`config.mk`:
```
export PLATFORM = sky130hd
export DESIGN_NAME = playfield_compositor_flat
export DESIGN_NICKNAME = d
export VERILOG_FILES = /design/src/rtl/playfield_compositor_pkg.sv /design/src/rtl/playfield_compositor_if.sv /design/src/rtl/playfield_compositor_rect_frame_hit.sv /design/src/rtl/playfield_compositor.sv /design/src/flat_wrapper.sv
export SDC_FILE = /design/constraint.sdc
export NUM_CORES = 1
export LEC_CHECK = 0
export ABC_CLOCK_PERIOD_IN_PS = 4450
export BUFFER_PORTS_ARGS = -buffer_cell sky130_fd_sc_hd__clkbuf_2
export CAP_MARGIN = 25
export CORE_AREA = 3 3 61 63
export CTS_BUF_LIST = sky130_fd_sc_hd__clkbuf_8
export CTS_CLUSTER_DIAMETER = 120
export DETAILED_ROUTE_END_ITERATION = 10
export DIE_AREA = 0 0 64 66
export GPL_TIMING_DRIVEN = 0
export SLEW_MARGIN = 15
export SYNTH_ARGS = -nofsm -noshare
export SYNTH_HDL_FRONTEND = slang
export SYNTH_SLANG_ARGS = --single-unit
export TNS_END_PERCENT = 30
```
`constraint.sdc`:
```
create_clock -name clk -period 4.45 [get_ports clk]
set_input_delay 0.89 -clock clk [delete_from_list [all_inputs] [get_ports clk]]
set_output_delay 0.89 -clock clk [all_outputs]
set_load 0.02 [all_outputs]
```
`src/rtl/playfield_compositor_pkg.sv`:
```
// Shared video definitions for the playfield compositor and the blocks
// that will sit around it (score boxes, overlays).
//   - Default coordinate and colour widths.
//   - Named 3-bit colour constants.
//   - Default playfield border geometry.
//   - A small helper that flags the first active pixel of a frame.
package playfield_compositor_pkg;

  localparam int DEF_COORD_W = 10;
  localparam int DEF_RGB_W   = 3;

  localparam logic [DEF_RGB_W-1:0] BLACK = 3'b000;
  localparam logic [DEF_RGB_W-1:0] BLUE  = 3'b001;
  localparam logic [DEF_RGB_W-1:0] WHITE = 3'b111;

  localparam int DEF_BX0   = 150;
  localparam int DEF_BY0   = 110;
  localparam int DEF_BX1   = 489;
  localparam int DEF_BY1   = 370;
  localparam int DEF_THICK = 10;

  localparam int DEF_FLASH_FRAMES = 30;

  // The frame starts at the top-left pixel, but only when it is actually
  // displayed; a blanked (0,0) must not retrigger the frame logic.
  function automatic logic is_frame_start(input logic x_zero,
                                          input logic y_zero,
                                          input logic active);
    return x_zero && y_zero && active;
  endfunction

endpackage

```
`src/rtl/playfield_compositor_if.sv`:
```
// Pixel bus between the timing/game-logic side and the compositor.
//   Inputs to the compositor : pix_x, pix_y, video_on, graph_on, graph_rgb,
//                              border_rgb_in, bg_rgb_in, flash_en
//   Outputs from compositor  : rgb, rgb_valid, frame_start
// The master modport is the pixel source (timing generator / bench); the
// slave modport is the compositor itself.
interface playfield_compositor_if #(
  parameter int COORD_W = 10,
  parameter int RGB_W   = 3
);

  logic [COORD_W-1:0] pix_x;
  logic [COORD_W-1:0] pix_y;
  logic               video_on;
  logic               graph_on;
  logic [RGB_W-1:0]   graph_rgb;
  logic [RGB_W-1:0]   border_rgb_in;
  logic [RGB_W-1:0]   bg_rgb_in;
  logic               flash_en;

  logic [RGB_W-1:0]   rgb;
  logic               rgb_valid;
  logic               frame_start;

  modport master (
    output pix_x, pix_y, video_on, graph_on, graph_rgb,
           border_rgb_in, bg_rgb_in, flash_en,
    input  rgb, rgb_valid, frame_start
  );

  modport slave (
    input  pix_x, pix_y, video_on, graph_on, graph_rgb,
           border_rgb_in, bg_rgb_in, flash_en,
    output rgb, rgb_valid, frame_start
  );

endinterface

```
`src/rtl/playfield_compositor_rect_frame_hit.sv`:
```
// Combinational hollow-rectangle test: hit_o is high when (x_i,y_i) lies
// inside the outer rectangle [X0..X1]x[Y0..Y1] but not inside the inner
// rectangle shrunk by THICK on every side. All bounds are inclusive and
// compared unsigned at COORD_W bits.
//   x_i, y_i : pixel coordinate
//   hit_o    : coordinate is on the frame band
module rect_frame_hit #(
  parameter int COORD_W = 10,
  parameter int X0      = 150,
  parameter int Y0      = 110,
  parameter int X1      = 489,
  parameter int Y1      = 370,
  parameter int THICK   = 10
) (
  input  logic [COORD_W-1:0] x_i,
  input  logic [COORD_W-1:0] y_i,
  output logic               hit_o
);

  localparam logic [COORD_W-1:0] OX0 = COORD_W'(X0);
  localparam logic [COORD_W-1:0] OY0 = COORD_W'(Y0);
  localparam logic [COORD_W-1:0] OX1 = COORD_W'(X1);
  localparam logic [COORD_W-1:0] OY1 = COORD_W'(Y1);
  localparam logic [COORD_W-1:0] IX0 = COORD_W'(X0 + THICK);
  localparam logic [COORD_W-1:0] IY0 = COORD_W'(Y0 + THICK);
  localparam logic [COORD_W-1:0] IX1 = COORD_W'(X1 - THICK);
  localparam logic [COORD_W-1:0] IY1 = COORD_W'(Y1 - THICK);

  logic in_outer;
  logic in_inner;

  always_comb begin
    in_outer = (x_i >= OX0) && (x_i <= OX1) && (y_i >= OY0) && (y_i <= OY1);
    in_inner = (x_i >= IX0) && (x_i <= IX1) && (y_i >= IY0) && (y_i <= IY1);
    hit_o    = in_outer && !in_inner;
  end

endmodule

```
`src/rtl/playfield_compositor.sv`:
```
// Playfield compositor: merges the game layer, a rectangular playfield
// border and a background colour into one registered RGB stream with a
// fixed two-cycle latency.
//   clk, reset : pixel clock, synchronous active-high reset
//   bus.slave  : pixel coordinates, layer inputs and requested colours in;
//                rgb, rgb_valid and frame_start out
// Colour and flash requests are sampled only at the first active pixel of
// each frame so the picture never tears mid-frame.
module playfield_compositor
  import playfield_compositor_pkg::*;
#(
  parameter int COORD_W      = DEF_COORD_W,
  parameter int RGB_W        = DEF_RGB_W,
  parameter int BX0          = DEF_BX0,
  parameter int BY0          = DEF_BY0,
  parameter int BX1          = DEF_BX1,
  parameter int BY1          = DEF_BY1,
  parameter int THICK        = DEF_THICK,
  parameter int FLASH_FRAMES = DEF_FLASH_FRAMES
) (
  input  logic                   clk,
  input  logic                   reset,
  playfield_compositor_if.slave  bus
);

  localparam int CNT_W = (FLASH_FRAMES > 1) ? $clog2(FLASH_FRAMES) : 1;
  localparam logic [CNT_W-1:0] CNT_LAST = CNT_W'(FLASH_FRAMES - 1);

  // Stage-1 combinational terms
  logic in_border;
  logic sof;

  // Stage-1 pipeline registers
  logic               graph_on_q;
  logic [RGB_W-1:0]   graph_rgb_q;
  logic               video_on_q;
  logic               in_border_q;
  logic               sof_q;

  // Frame-latched configuration and flash state
  logic [RGB_W-1:0]   border_q,      border_d;
  logic [RGB_W-1:0]   bg_q,          bg_d;
  logic               flash_en_q,    flash_en_d;
  logic [CNT_W-1:0]   frame_cnt_q,   frame_cnt_d;
  logic               flash_phase_q, flash_phase_d;

  // Stage-2 output registers
  logic [RGB_W-1:0]   rgb_q,         rgb_d;
  logic               rgb_valid_q;
  logic               frame_start_q;

  rect_frame_hit #(
    .COORD_W (COORD_W),
    .X0      (BX0),
    .Y0      (BY0),
    .X1      (BX1),
    .Y1      (BY1),
    .THICK   (THICK)
  ) u_border_hit (
    .x_i   (bus.pix_x),
    .y_i   (bus.pix_y),
    .hit_o (in_border)
  );

  assign sof = is_frame_start(bus.pix_x == '0, bus.pix_y == '0, bus.video_on);

  // Stage 1: capture the pixel's layer inputs and border hit.
  always_ff @(posedge clk) begin
    if (reset) begin
      graph_on_q  <= 1'b0;
      graph_rgb_q <= '0;
      video_on_q  <= 1'b0;
      in_border_q <= 1'b0;
      sof_q       <= 1'b0;
    end else begin
      graph_on_q  <= bus.graph_on;
      graph_rgb_q <= bus.graph_rgb;
      video_on_q  <= bus.video_on;
      in_border_q <= in_border;
      sof_q       <= sof;
    end
  end

  // Frame-start latch and flash counter. The latch fires on the edge that
  // registers the (0,0) pixel, so that pixel's stage-2 decision already
  // sees the new colours and phase. The counter looks at the flash enable
  // that was in force for the frame just ending, hence disabling flash
  // only takes visible effect one frame after the request is latched.
  always_comb begin
    border_d      = border_q;
    bg_d          = bg_q;
    flash_en_d    = flash_en_q;
    frame_cnt_d   = frame_cnt_q;
    flash_phase_d = flash_phase_q;
    if (sof) begin
      border_d   = bus.border_rgb_in;
      bg_d       = bus.bg_rgb_in;
      flash_en_d = bus.flash_en;
      if (flash_en_q) begin
        if (frame_cnt_q == CNT_LAST) begin
          frame_cnt_d   = '0;
          flash_phase_d = !flash_phase_q;
        end else begin
          frame_cnt_d   = frame_cnt_q + 1'b1;
        end
      end else begin
        frame_cnt_d   = '0;
        flash_phase_d = 1'b0;
      end
    end
  end

  always_ff @(posedge clk) begin
    if (reset) begin
      border_q      <= '1;
      bg_q          <= RGB_W'(1);
      flash_en_q    <= 1'b0;
      frame_cnt_q   <= '0;
      flash_phase_q <= 1'b0;
    end else begin
      border_q      <= border_d;
      bg_q          <= bg_d;
      flash_en_q    <= flash_en_d;
      frame_cnt_q   <= frame_cnt_d;
      flash_phase_q <= flash_phase_d;
    end
  end

  // Stage 2 priority: blanking, then game layer, then (unflashed) border,
  // then background.
  always_comb begin
    rgb_d = bg_q;
    if (!video_on_q) begin
      rgb_d = '0;
    end else if (graph_on_q) begin
      rgb_d = graph_rgb_q;
    end else if (in_border_q && !flash_phase_q) begin
      rgb_d = border_q;
    end
  end

  always_ff @(posedge clk) begin
    if (reset) begin
      rgb_q         <= '0;
      rgb_valid_q   <= 1'b0;
      frame_start_q <= 1'b0;
    end else begin
      rgb_q         <= rgb_d;
      rgb_valid_q   <= video_on_q;
      frame_start_q <= sof_q;
    end
  end

  assign bus.rgb         = rgb_q;
  assign bus.rgb_valid   = rgb_valid_q;
  assign bus.frame_start = frame_start_q;

endmodule

```
`src/flat_wrapper.sv`:
```
// flat-port wrapper written by rule: the top's interface ports become plain ports
module playfield_compositor_flat import playfield_compositor_pkg::*;
#(
  parameter int COORD_W      = DEF_COORD_W,
  parameter int RGB_W        = DEF_RGB_W,
  parameter int BX0          = DEF_BX0,
  parameter int BY0          = DEF_BY0,
  parameter int BX1          = DEF_BX1,
  parameter int BY1          = DEF_BY1,
  parameter int THICK        = DEF_THICK,
  parameter int FLASH_FRAMES = DEF_FLASH_FRAMES
)
  (clk, reset, bus_pix_x, bus_pix_y, bus_video_on, bus_graph_on, bus_graph_rgb, bus_border_rgb_in, bus_bg_rgb_in, bus_flash_en, bus_rgb, bus_rgb_valid, bus_frame_start);
  playfield_compositor_if #(.COORD_W(COORD_W), .RGB_W(RGB_W)) bus_i ();
  input  logic clk;
  input  logic reset;
  input wire logic [$bits(bus_i.pix_x)-1:0] bus_pix_x;
  input wire logic [$bits(bus_i.pix_y)-1:0] bus_pix_y;
  input wire logic [$bits(bus_i.video_on)-1:0] bus_video_on;
  input wire logic [$bits(bus_i.graph_on)-1:0] bus_graph_on;
  input wire logic [$bits(bus_i.graph_rgb)-1:0] bus_graph_rgb;
  input wire logic [$bits(bus_i.border_rgb_in)-1:0] bus_border_rgb_in;
  input wire logic [$bits(bus_i.bg_rgb_in)-1:0] bus_bg_rgb_in;
  input wire logic [$bits(bus_i.flash_en)-1:0] bus_flash_en;
  output wire logic [$bits(bus_i.rgb)-1:0] bus_rgb;
  output wire logic [$bits(bus_i.rgb_valid)-1:0] bus_rgb_valid;
  output wire logic [$bits(bus_i.frame_start)-1:0] bus_frame_start;
  assign bus_i.pix_x = bus_pix_x;
  assign bus_i.pix_y = bus_pix_y;
  assign bus_i.video_on = bus_video_on;
  assign bus_i.graph_on = bus_graph_on;
  assign bus_i.graph_rgb = bus_graph_rgb;
  assign bus_i.border_rgb_in = bus_border_rgb_in;
  assign bus_i.bg_rgb_in = bus_bg_rgb_in;
  assign bus_i.flash_en = bus_flash_en;
  assign bus_rgb = bus_i.rgb;
  assign bus_rgb_valid = bus_i.rgb_valid;
  assign bus_frame_start = bus_i.frame_start;
  playfield_compositor #(.COORD_W(COORD_W), .RGB_W(RGB_W), .BX0(BX0), .BY0(BY0), .BX1(BX1), .BY1(BY1), .THICK(THICK), .FLASH_FRAMES(FLASH_FRAMES)) u_core (.clk(clk), .reset(reset), .bus(bus_i));
endmodule
```
Word level (Yosys, flattened, before mapping)

Cells that the tools add are included.

Register bits after elaboration: 25
Bits of input ports: 34
Output and inout bits: 5
Word-level logic and storage cells: 47

$add $sub $neg: 1
Magnitude comparators: 8
Equal/unequal tests: 2
Mux-type cells: 6
Bitwise operators: 1
Reduce and logical (&&, ||, !) cells: 16

Operator list:

| kind                  | number |
|---|---|
| $le A10 B9 Y1 const B | 4 |
| $ge A10 B7 Y1 const B | 2 |
| $ge A10 B8 Y1 const B | 2 |
| $logic_not A10 Y1     | 2 |
| $logic_and A1 B1 Y1   | 10 |
| $mux W5               | 2 |
| $mux W3               | 2 |
| $add A5 B1 Y5 const B | 1 |
| $eq A5 B5 Y1 const B  | 1 |
| $logic_not A1 Y1      | 2 |
| $mux W1               | 2 |
| $ne A2 B2 Y1 const B  | 1 |
| $reduce_and A2 Y1     | 1 |
| $reduce_or A2 Y1      | 1 |
| $not A1 Y1            | 1 |

Longest topological paths before layout

Gate-level depths: netlist of run 1.

Depth in word-level cells: 6
Mapped depth: 6
Gate-level depth less buffers: 6

Cells and area by module

Synthesis of run 1 repeated with hierarchy kept, for this count alone.

Cell total of the unflattened synthesis: 139
Area total of the unflattened synthesis: 1238.7 sq um

Modules (own cells, without submodules):

| module               | times used | cells an instance | area an instance (sq um) | seq. area each (sq um) |
|---|---|---|---|---|
| playfield_compositor | 1          | 115               | 1078.5                   | 500.5 |
| rect_frame_hit       | 1          | 24                | 160.2                    | 0.0 |

Least setup slack after synthesis of run 1

OpenSTA, ideal clock, no wires.

Path type: input -> register
Start point: in bus_pix_x[1]
End point: reg u_core.frame_cnt_q[2]
Library setup time: 117 ps
Arrival: 1998 ps
Required time: 4333 ps
Slack: 2335 ps
Cell stages on the path: 5
Path buffers: 1
Cells stage by stage: nor4_2 -> and4_1 -> buf_2 -> o211ai_1 -> a32o_1

Word-level cells in the longest chain between the ends: 3

RTL lines:

| what                              | line                           | source |
|---|---|---|
| start, declared                   | flat_wrapper.sv:17             | `input wire logic [$bits(bus_i.pix_x)-1:0] bus_pix_x;` |
| $logic_not A10 Y1                 | playfield_compositor.sv:65     | `assign sof = is_frame_start(bus.pix_x == '0, bus.pix_y == '0, bus.video_on);` |
| $logic_and A1 B1 Y1 (2 in series) | playfield_compositor_pkg.sv:29 | `return x_zero && y_zero && active;` |
| end signal, assigned              | playfield_compositor.sv:124    | `frame_cnt_q <= frame_cnt_d;` |
| end, declared                     | playfield_compositor.sv:44     | `logic [CNT_W-1:0] frame_cnt_q, frame_cnt_d;` |

Every way passes these cells.
A chain may end at the register's enable or synchronous reset.

Worst setup path after layout of run 1

Start point: in bus_pix_y[0]
End point: reg u_core.frame_cnt_q[1]

Word-level cells in the longest chain between the ends: 3

RTL lines:

| what                              | line                           | source |
|---|---|---|
| start, declared                   | flat_wrapper.sv:18             | `input wire logic [$bits(bus_i.pix_y)-1:0] bus_pix_y;` |
| $logic_not A10 Y1                 | playfield_compositor.sv:65     |  |
| $logic_and A1 B1 Y1 (2 in series) | playfield_compositor_pkg.sv:29 |  |

Every way passes these cells.

==> metrics, run 1 <==
status complete, no violations; Seq pwr share 55.3%; CP Max Fanout 6; Synth Flop Type dfxtp_1; critical path class input pin to flop; # rows 21; grt peak-use layer met2; CP Capture Type flop; Vias/cell 5.35; fin crit share 49.1%; asr flop ratio synth 0%; fmax around 0.46 GHz; WL/cell approximately 13 µm; Synth cell types 38; final hold viol count 0; TritonCTS clock tree yes; global route total overflow 0; clk_skew 1.92 ps; Post-route DRC 0; Rel. slew slack a little over two thirds; Die X 64 µm; RSZ-0062 raised after global routing no; antenna diode count 0; post-cts gate resize count 0; required time worst endpoint 4650 ps; Worst Hold End u_core.bus.frame_start$_SDFF_PP0_; pwr/cell area 264 mW/mm²; DPL Wire Length 2420 µm; register area share after synthesis a little under 40%; die height 66 µm; die area approximately 0.0042 mm²; Slew @ Worst Pin 444 ps; Post-CTS Setup Bufs 0; most frequent cells in the layout 38 x clkbuf_2, 25 x dfxtp_1, 15 x o21ai_0; htree depth 1; Crit Reg-Reg Startpoint u_core.frame_cnt_q[0]$_SDFFE_PP0P_; M1 GR Usage around 17%; Clock Power Share 33.3%; hold buffer count at cts 0; FILL cells 339; CTS Root Cell clkbuf_8; Skew-Pair Late Insertion Delay between 200 and 300 ps; EDFF count, synth 0; largest net degree at the start of global routing 16; Initial Util 38.7%; fin. max-slew vios 0; area delta synth->final 23.3%; syn avg cell area 8.88 µm²; syn_nets 179; switching share of power roughly 24%; min Tclk post-route around 2200 ps; Mapped Cells around 140; sw power 0.101 mW; Buffers on Ports 38; final WL 2970 µm; Critical Path AT around 2400 ps; CTS buffer count 3; clock-pin slew on the worst setup and hold paths 90 ps; initial antenna violation count 0; reg2reg end u_core.frame_cnt_q[4]$_SDFFE_PP0P_; hold-critical path depth 1; r2r setup slk between 2000 and 3000 ps; First DRT Iteration DRCs 35; antenna viol nets, final 0; Global Route Usage Sum 14.9%; r2r worst-path depth 4; layout net count around 220; internal power 0.312 mW; MaxCap Viol Count 0; fin util 47.7%; Placer Congestion about 0.80; Synth Warn # 0; Comb pwr share a little under an eighth; CP Launch Type input pin; Vias about 1200; met3 global-route usage 2.89%; Core ar. between 0.003 and 0.004 mm²; # IOs 39; HP Class flop to flop; maximum clock insertion buffer count 2; layout cells sized above 1 27.6%; Setup-failing EPs final 0; commonest non-fill, non-tap cell in the layout clkbuf_2; DR pass1 iterations 4; setup TNS 0 ps; synthesized cell area between 0.001 and 0.0015 mm²; synthesized flop and latch total 25; Clock Sinks 25; maximum vdd drop 0.113 mV; met2 Usage GRT 27.4%; first-pass GRT wire length approximately 5000 µm; min-delay src u_core.sof_q$_SDFF_PP0_; vias in the first global route around 1200; P_leak 0.589 nW
-- critical path, cell delays in order --
cell,delay (ps)
clkbuf_2,110
nor4_4,370
nand4_1,320
or4_1,540
a21oi_1,150
-- Yosys cell counts (3+ instances only) --
| master | n | share of area [%] |
|---|---|---|
| dfxtp_1 | 25 | 39 |
| o21ai_0 | 15 | 5.9 |
| nand3_1 | 14 | 5.5 |
| nand2_1 | 13 | 3.8 |
| nor2b_1 | 8 | 3.9 |
| a21oi_1 | 6 | 2.4 |
| and2_1 | 6 | 3.0 |
| inv_1 | 4 | 1.2 |
| nor2_1 | 4 | 1.2 |
| mux2i_1 | 3 | 2.4 |
| nand4_1 | 3 | 1.5 |
| nor3_1 | 3 | 1.2 |
| o211ai_1 | 3 | 1.8 |
| or4_1 | 3 | 1.8 |
-- cell families after synthesis --
kind of cell               Yosys count  synth area share [%]
muxes                                3                  2.36
buffers and inverters                8                  2.56
DFF                                 25                  39.4
and+or+nand+nor                     66                  34.0
adders and majority gates            2                  1.97
AOI/OAI and AO/OA                   39                  19.7
-- state kept, by name, summed over array words and instances (netlist names) --
| name | cells |
|---|---|
| u_core.bg_q | 3 |
| u_core.border_q | 3 |
| u_core.bus.frame_start | 1 |
| u_core.bus.rgb | 3 |
| u_core.bus.rgb_valid | 1 |
| u_core.flash_en_q | 1 |
| u_core.flash_phase_q | 1 |
| u_core.frame_cnt_q | 5 |
| u_core.graph_on_q | 1 |
| u_core.graph_rgb_q | 3 |
| u_core.in_border_q | 1 |
| u_core.sof_q | 1 |
| u_core.video_on_q | 1 |
-- routing by layer --
| layer | share of wire [%] | vias to the layer above |
|---|---|---|
| met5 | 0 | - |
| met4 | 1.0 | 0 |
| met3 | 5.7 | 5 |
| met2 | 50 | 40 |
| met1 | 43 | 566 |
| li1 | - | 625 |
-- power by group through the flow --
stage               logic, mW  registers (mW)  clock network (mW)
detailed placement     0.0473           0.234                   0
global placement       0.0458           0.234                   0
CTS                    0.0475           0.228               0.140
floorplan              0.0185           0.235                   0
global route           0.0524           0.229               0.148
finish                 0.0471           0.228               0.137
-- metrics by stage --
| step | setup slack, ps | cells | area, µm² | hold WS (ps) | power [mW] |
|---|---|---|---|---|---|
| global placement | 2030 | 227 | 1520 | 420 | 0.279 |
| global route | 2140 | 231 | 1570 | 458 | 0.430 |
| finish | 2270 | 231 | 1570 | 445 | 0.413 |
| floorplan | 2330 | 143 | 1270 | 414 | 0.253 |
| detailed placement | 1980 | 227 | 1520 | 429 | 0.281 |
| CTS | 2260 | 231 | 1570 | 449 | 0.416 |
-- final cells by class --
cell class	count	area, µm²	area share, %
plain buffers	4	17.5	1.12
clock buffers	3	41.3	2.64
clock inverters	1	7.51	0.479
inverters	4	15.0	0.958
multi-input cells	110	737	47.0
flip-flops and latches	25	500	31.9
well taps	46	57.6	3.67
repair buffers	38	190	12.1
-- how the worst max path moves through the flow --
stage,from,end,depth (start not counted)
after floorplan,bus_pix_x[1],u_core.frame_cnt_q[2]$_SDFFE_PP0P_,5
after global placement,bus_pix_x[9],u_core.frame_cnt_q[1]$_SDFFE_PP0P_,5
after detailed placement,bus_pix_y[0],u_core.frame_cnt_q[1]$_SDFFE_PP0P_,5
after CTS,bus_pix_y[0],u_core.frame_cnt_q[1]$_SDFFE_PP0P_,5
after global routing,bus_pix_y[0],u_core.frame_cnt_q[1]$_SDFFE_PP0P_,5
final,bus_pix_y[0],u_core.frame_cnt_q[1]$_SDFFE_PP0P_,5
No activity file was read; power rests on OpenSTA's default activity.
==> inputs of run 2 (changes only) <==
--- a/config.mk
+++ b/config.mk
@@ -5,14 +5,15 @@
 export SDC_FILE = /design/constraint.sdc
 export NUM_CORES = 1
 export LEC_CHECK = 0
-export ABC_CLOCK_PERIOD_IN_PS = 4450
+export ABC_AREA = 1
+export ABC_CLOCK_PERIOD_IN_PS = 1770
 export BUFFER_PORTS_ARGS = -buffer_cell sky130_fd_sc_hd__clkbuf_2
 export CAP_MARGIN = 25
-export CORE_AREA = 3 3 61 63
+export CORE_AREA = 3 3 64 66
 export CTS_BUF_LIST = sky130_fd_sc_hd__clkbuf_8
 export CTS_CLUSTER_DIAMETER = 120
 export DETAILED_ROUTE_END_ITERATION = 10
-export DIE_AREA = 0 0 64 66
+export DIE_AREA = 0 0 67 69
 export GPL_TIMING_DRIVEN = 0
 export SLEW_MARGIN = 15
 export SYNTH_ARGS = -nofsm -noshare
==> constraint.sdc (replaced) <==
create_clock -name clk -period 1.77 [get_ports clk]
set_input_delay 0.354 -clock clk [delete_from_list [all_inputs] [get_ports clk]]
set_output_delay 0.354 -clock clk [all_outputs]
set_load 0.02 [all_outputs]
==> run 2 against run 1 <==
  * Clock skew is essentially flat
  * Cell area grew 10%
  * Cell count grew 36%
  * Power grew to 2.6 times the previous value
  * Largest cell class unchanged
  * Sequential power grew to 2.5 times the previous value
  * Utilization shrank 0.17 points
  * Global-route usage shrank 0.71 points
  * Count of clock-buffer cells in the layout is the same
  * First-iteration DRC count grew 26%
  * Worst hold slack lost 190 ps
  * Highest routed layer unchanged
  * Non-clock buffer count shrank 2
==> metrics, run 2 <==
Synth Area in XOR/XNOR 0.611% (+0.61 points); final hold viol count 0 (unchanged); CP Launch Type flop; area delta synth->final 20.5%; CTS Root Cell clkbuf_8; Synth cell types 24 (-37%); CP Capture Type flop; pwr/cell area 615 mW/mm² (+130%); min Tclk post-route 1330 ps; DPL Wire Length 2380 µm (-1.6%); r2r setup slk 440 ps (-2380 ps); Synth Warn # 0 (unchanged); most frequent cells in the layout 49 x nand2_1, 42 x nor2_1, 38 x inv_1; critical path class flop to flop; Crit path largest cell delay 400 ps (-140 ps); die height 69 µm (+4.5%); r2r worst-path depth 8 (+4); Post-route DRC 0 (unchanged); TritonCTS clock tree yes; top cell family by delay on the critical path flip-flops; initial antenna violation count 0 (unchanged); Post-CTS Setup Bufs 0 (unchanged); portion of netlist area occupied by mux cells 0% (-2.4 points); Worst Hold End u_core.graph_rgb_q[2]$_SDFF_PP0_; synth top area cells dfxtp_1 35%, nand2_1 13%, nor2_1 11%; Buf/Inv on CP 2 (+1); clk_skew 2.12 ps (+0.198 ps); synthesized cell area 0.00143 mm² (+13%); CP Max Fanout 4 (-2); Biggest register u_core.frame_cnt_q; hold-critical path depth 3 (+2); cell with the most instances after synthesis nand2_1; antenna diode count 0 (unchanged); post-synthesis adder-cell area fraction 1.75% (-0.22 points); P_leak 0.850 nW (+44%); First DRT Iteration DRCs 44 (+26%); status complete, no violations; antenna viol nets, final 0 (unchanged); Slowest cell on crit path dfxtp_1; register area share after synthesis 34.9% (-4.5 points); Mapped Cells 226 (+58%); Seq pwr share 54.2% (-1.1 points); Comb pwr share 13.3% (+1.9 points); cell mode on critical path nand2_1; reg2reg end u_core.frame_cnt_q[3]$_SDFFE_PP0P_; hold buffer count at cts 0 (unchanged); largest net degree at the start of global routing 16 (unchanged); post-cts gate resize count 0 (unchanged); Vias 1411 (+14%); compound-gate portion of the synthesized area 8.38% (-11 points); clock-pin slew on the worst setup and hold paths 90 ps (about the same); Clock Sinks 25 (unchanged); Setup-failing EPs final 0 (unchanged); Post-Synth Simple-Gate Area 42.7% (+8.7 points); Yosys top cell by area dfxtp_1; layout net count 304 (+37%); MaxCap Viol Count 0 (unchanged); first-pass GRT wire length 5210 µm (+4.0%); Placer Congestion 0.795 (about the same); dpl cells 311 (+37%); sw power 0.273 mW (+170%); # IOs 39 (unchanged); CTS buffer count 3 (unchanged); Final Total Pwr 1.06 mW (+160%); Vias/cell 4.48 (-16%); Core ar. 0.00363 mm² (+11%); die area 0.00462 mm² (+9.4%); vias in the first global route 1263 (+7.0%); switching share of power 25.7% (+1.3 points); internal power 0.789 mW (+150%); HP Class input pin to flop; fin crit share roughly three quarters; fin. max-slew vios 0 (unchanged); CP Cell Sequence ha_1, nand2_1, inv_1, nand2_1, nand2_1, inv_1, o21ai_1, nor2_1; maximum clock insertion buffer count 2 (unchanged); Global Route Usage Sum 14.2% (-0.71 points); Crit Reg-Reg Startpoint u_core.frame_cnt_q[0]$_SDFFE_PP0P_; Largest register FFs 5 (unchanged); RSZ-0062 raised after global routing no; Initial Util 39.4% (+0.76 points); synth cell count leaders 49 x nand2_1, 42 x nor2_1, 38 x inv_1; final WL 2980 µm (+0.20%); min-delay src bus_graph_rgb[2]; fmax 0.751 GHz; syn avg cell area 6.34 µm² (-29%); required time worst endpoint 1930 ps (-2720 ps); post-route insts no fill 315 (+36%); EDFF count, synth 0 (unchanged); synthesized flop and latch total 25 (unchanged); Synth Flop Type dfxtp_1; commonest non-fill, non-tap cell in the layout nand2_1; Clock Power Share 32.5% (-0.8 points); area share of the largest cell type after synthesis 34.9% (-4.5 points); Die X 67 µm (+4.7%); largest family of logic cells by synthesized area simple AND/OR/NAND/NOR gates; setup TNS 0 ps (unchanged); WL/cell 9.45 µm (-27%); asr flop ratio synth 0% (unchanged); maximum vdd drop 0.260 mV (+130%); syn_nets 262 (+46%); Buffers on Ports 37 (-2.6%); layout cells sized above 1 22.5% (-5.1 points); global route total overflow 0 (unchanged); Slew @ Worst Pin 401 ps (-43.7 ps); DR pass1 iterations 4 (unchanged); Skew-Pair Late Insertion Delay 270 ps (about the same); htree depth 1 (unchanged); # rows 22 (+4.8%); Critical Path AT 1500 ps (-890 ps); Rel. slew slack 73.3% (+2.9 points)
run 2: metrics by stage:
step	hold WS (ps)	instance area, µm²	worst slack, ps	util [%]
final	256	1730	438	47.5
after global routing	254	1730	272	47.5
after CTS	249	1730	407	47.5
after detailed placement	401	1680	288	46.2
after global placement	399	1680	294	46.2
after floorplan	388	1430	517	-
run 2: power by group through the flow:
stage	clock, mW	combinational [mW]	sequential (mW)
finish	0.345	0.141	0.576
global route	0.385	0.162	0.577
CTS	0.361	0.143	0.576
detailed placement	0	0.142	0.589
global placement	0	0.142	0.589
floorplan	0	0.0716	0.592
run 2: worst max-delay path by stage:
stage / start / endpoint / slack [ps] / cells after the start
finish: u_core.frame_cnt_q[0]$_SDFFE_PP0P_ / u_core.frame_cnt_q[3]$_SDFFE_PP0P_ / 440 / 8
global placement: bus_pix_y[5] / u_core.frame_cnt_q[0]$_SDFFE_PP0P_ / 290 / 8
CTS: u_core.frame_cnt_q[0]$_SDFFE_PP0P_ / u_core.frame_cnt_q[3]$_SDFFE_PP0P_ / 410 / 8
global route: u_core.frame_cnt_q[0]$_SDFFE_PP0P_ / u_core.frame_cnt_q[2]$_SDFFE_PP0P_ / 270 / 8
floorplan: bus_pix_y[0] / u_core.frame_cnt_q[0]$_SDFFE_PP0P_ / 520 / 7
detailed placement: bus_pix_y[5] / u_core.frame_cnt_q[0]$_SDFFE_PP0P_ / 290 / 8
run 2: kinds of logic (layout without fill, tap and decap cells):
logic type | after synthesis | in the layout
flops | 25 | 25
xor+xnor | 1 | 1
compound gates | 23 | 23
buf+inv | 42 | 83
fa+ha+maj | 2 | 2
simple gates | 133 | 133
run 2: area by class of cell:
cell class              instances  area [µm²]
plain buffers                   3        20.0
clock buffers                   3        41.3
clock inverters                 1        7.51
fillers                       432        1910
inverters                      39         146
multi-input cells             159         766
flip-flops and latches         25         500
well taps                      48        60.1
repair buffers                 37         185
run 2: metal layers:
metal,track usage [%],wire (µm)
met3,0.977,166
met2,21.5,1310
met5,0,0
met1,19.1,1420
met4,8.78,79
run 2: worst reg2reg max path, stage by stage (launching register included):
cell and delay [ps]:
dfxtp_1 400, ha_1 170, nand2_1 50, inv_1 50, nand2_1 60, nand2_1 130
inv_1 50, o21ai_1 240, nor2_1 80
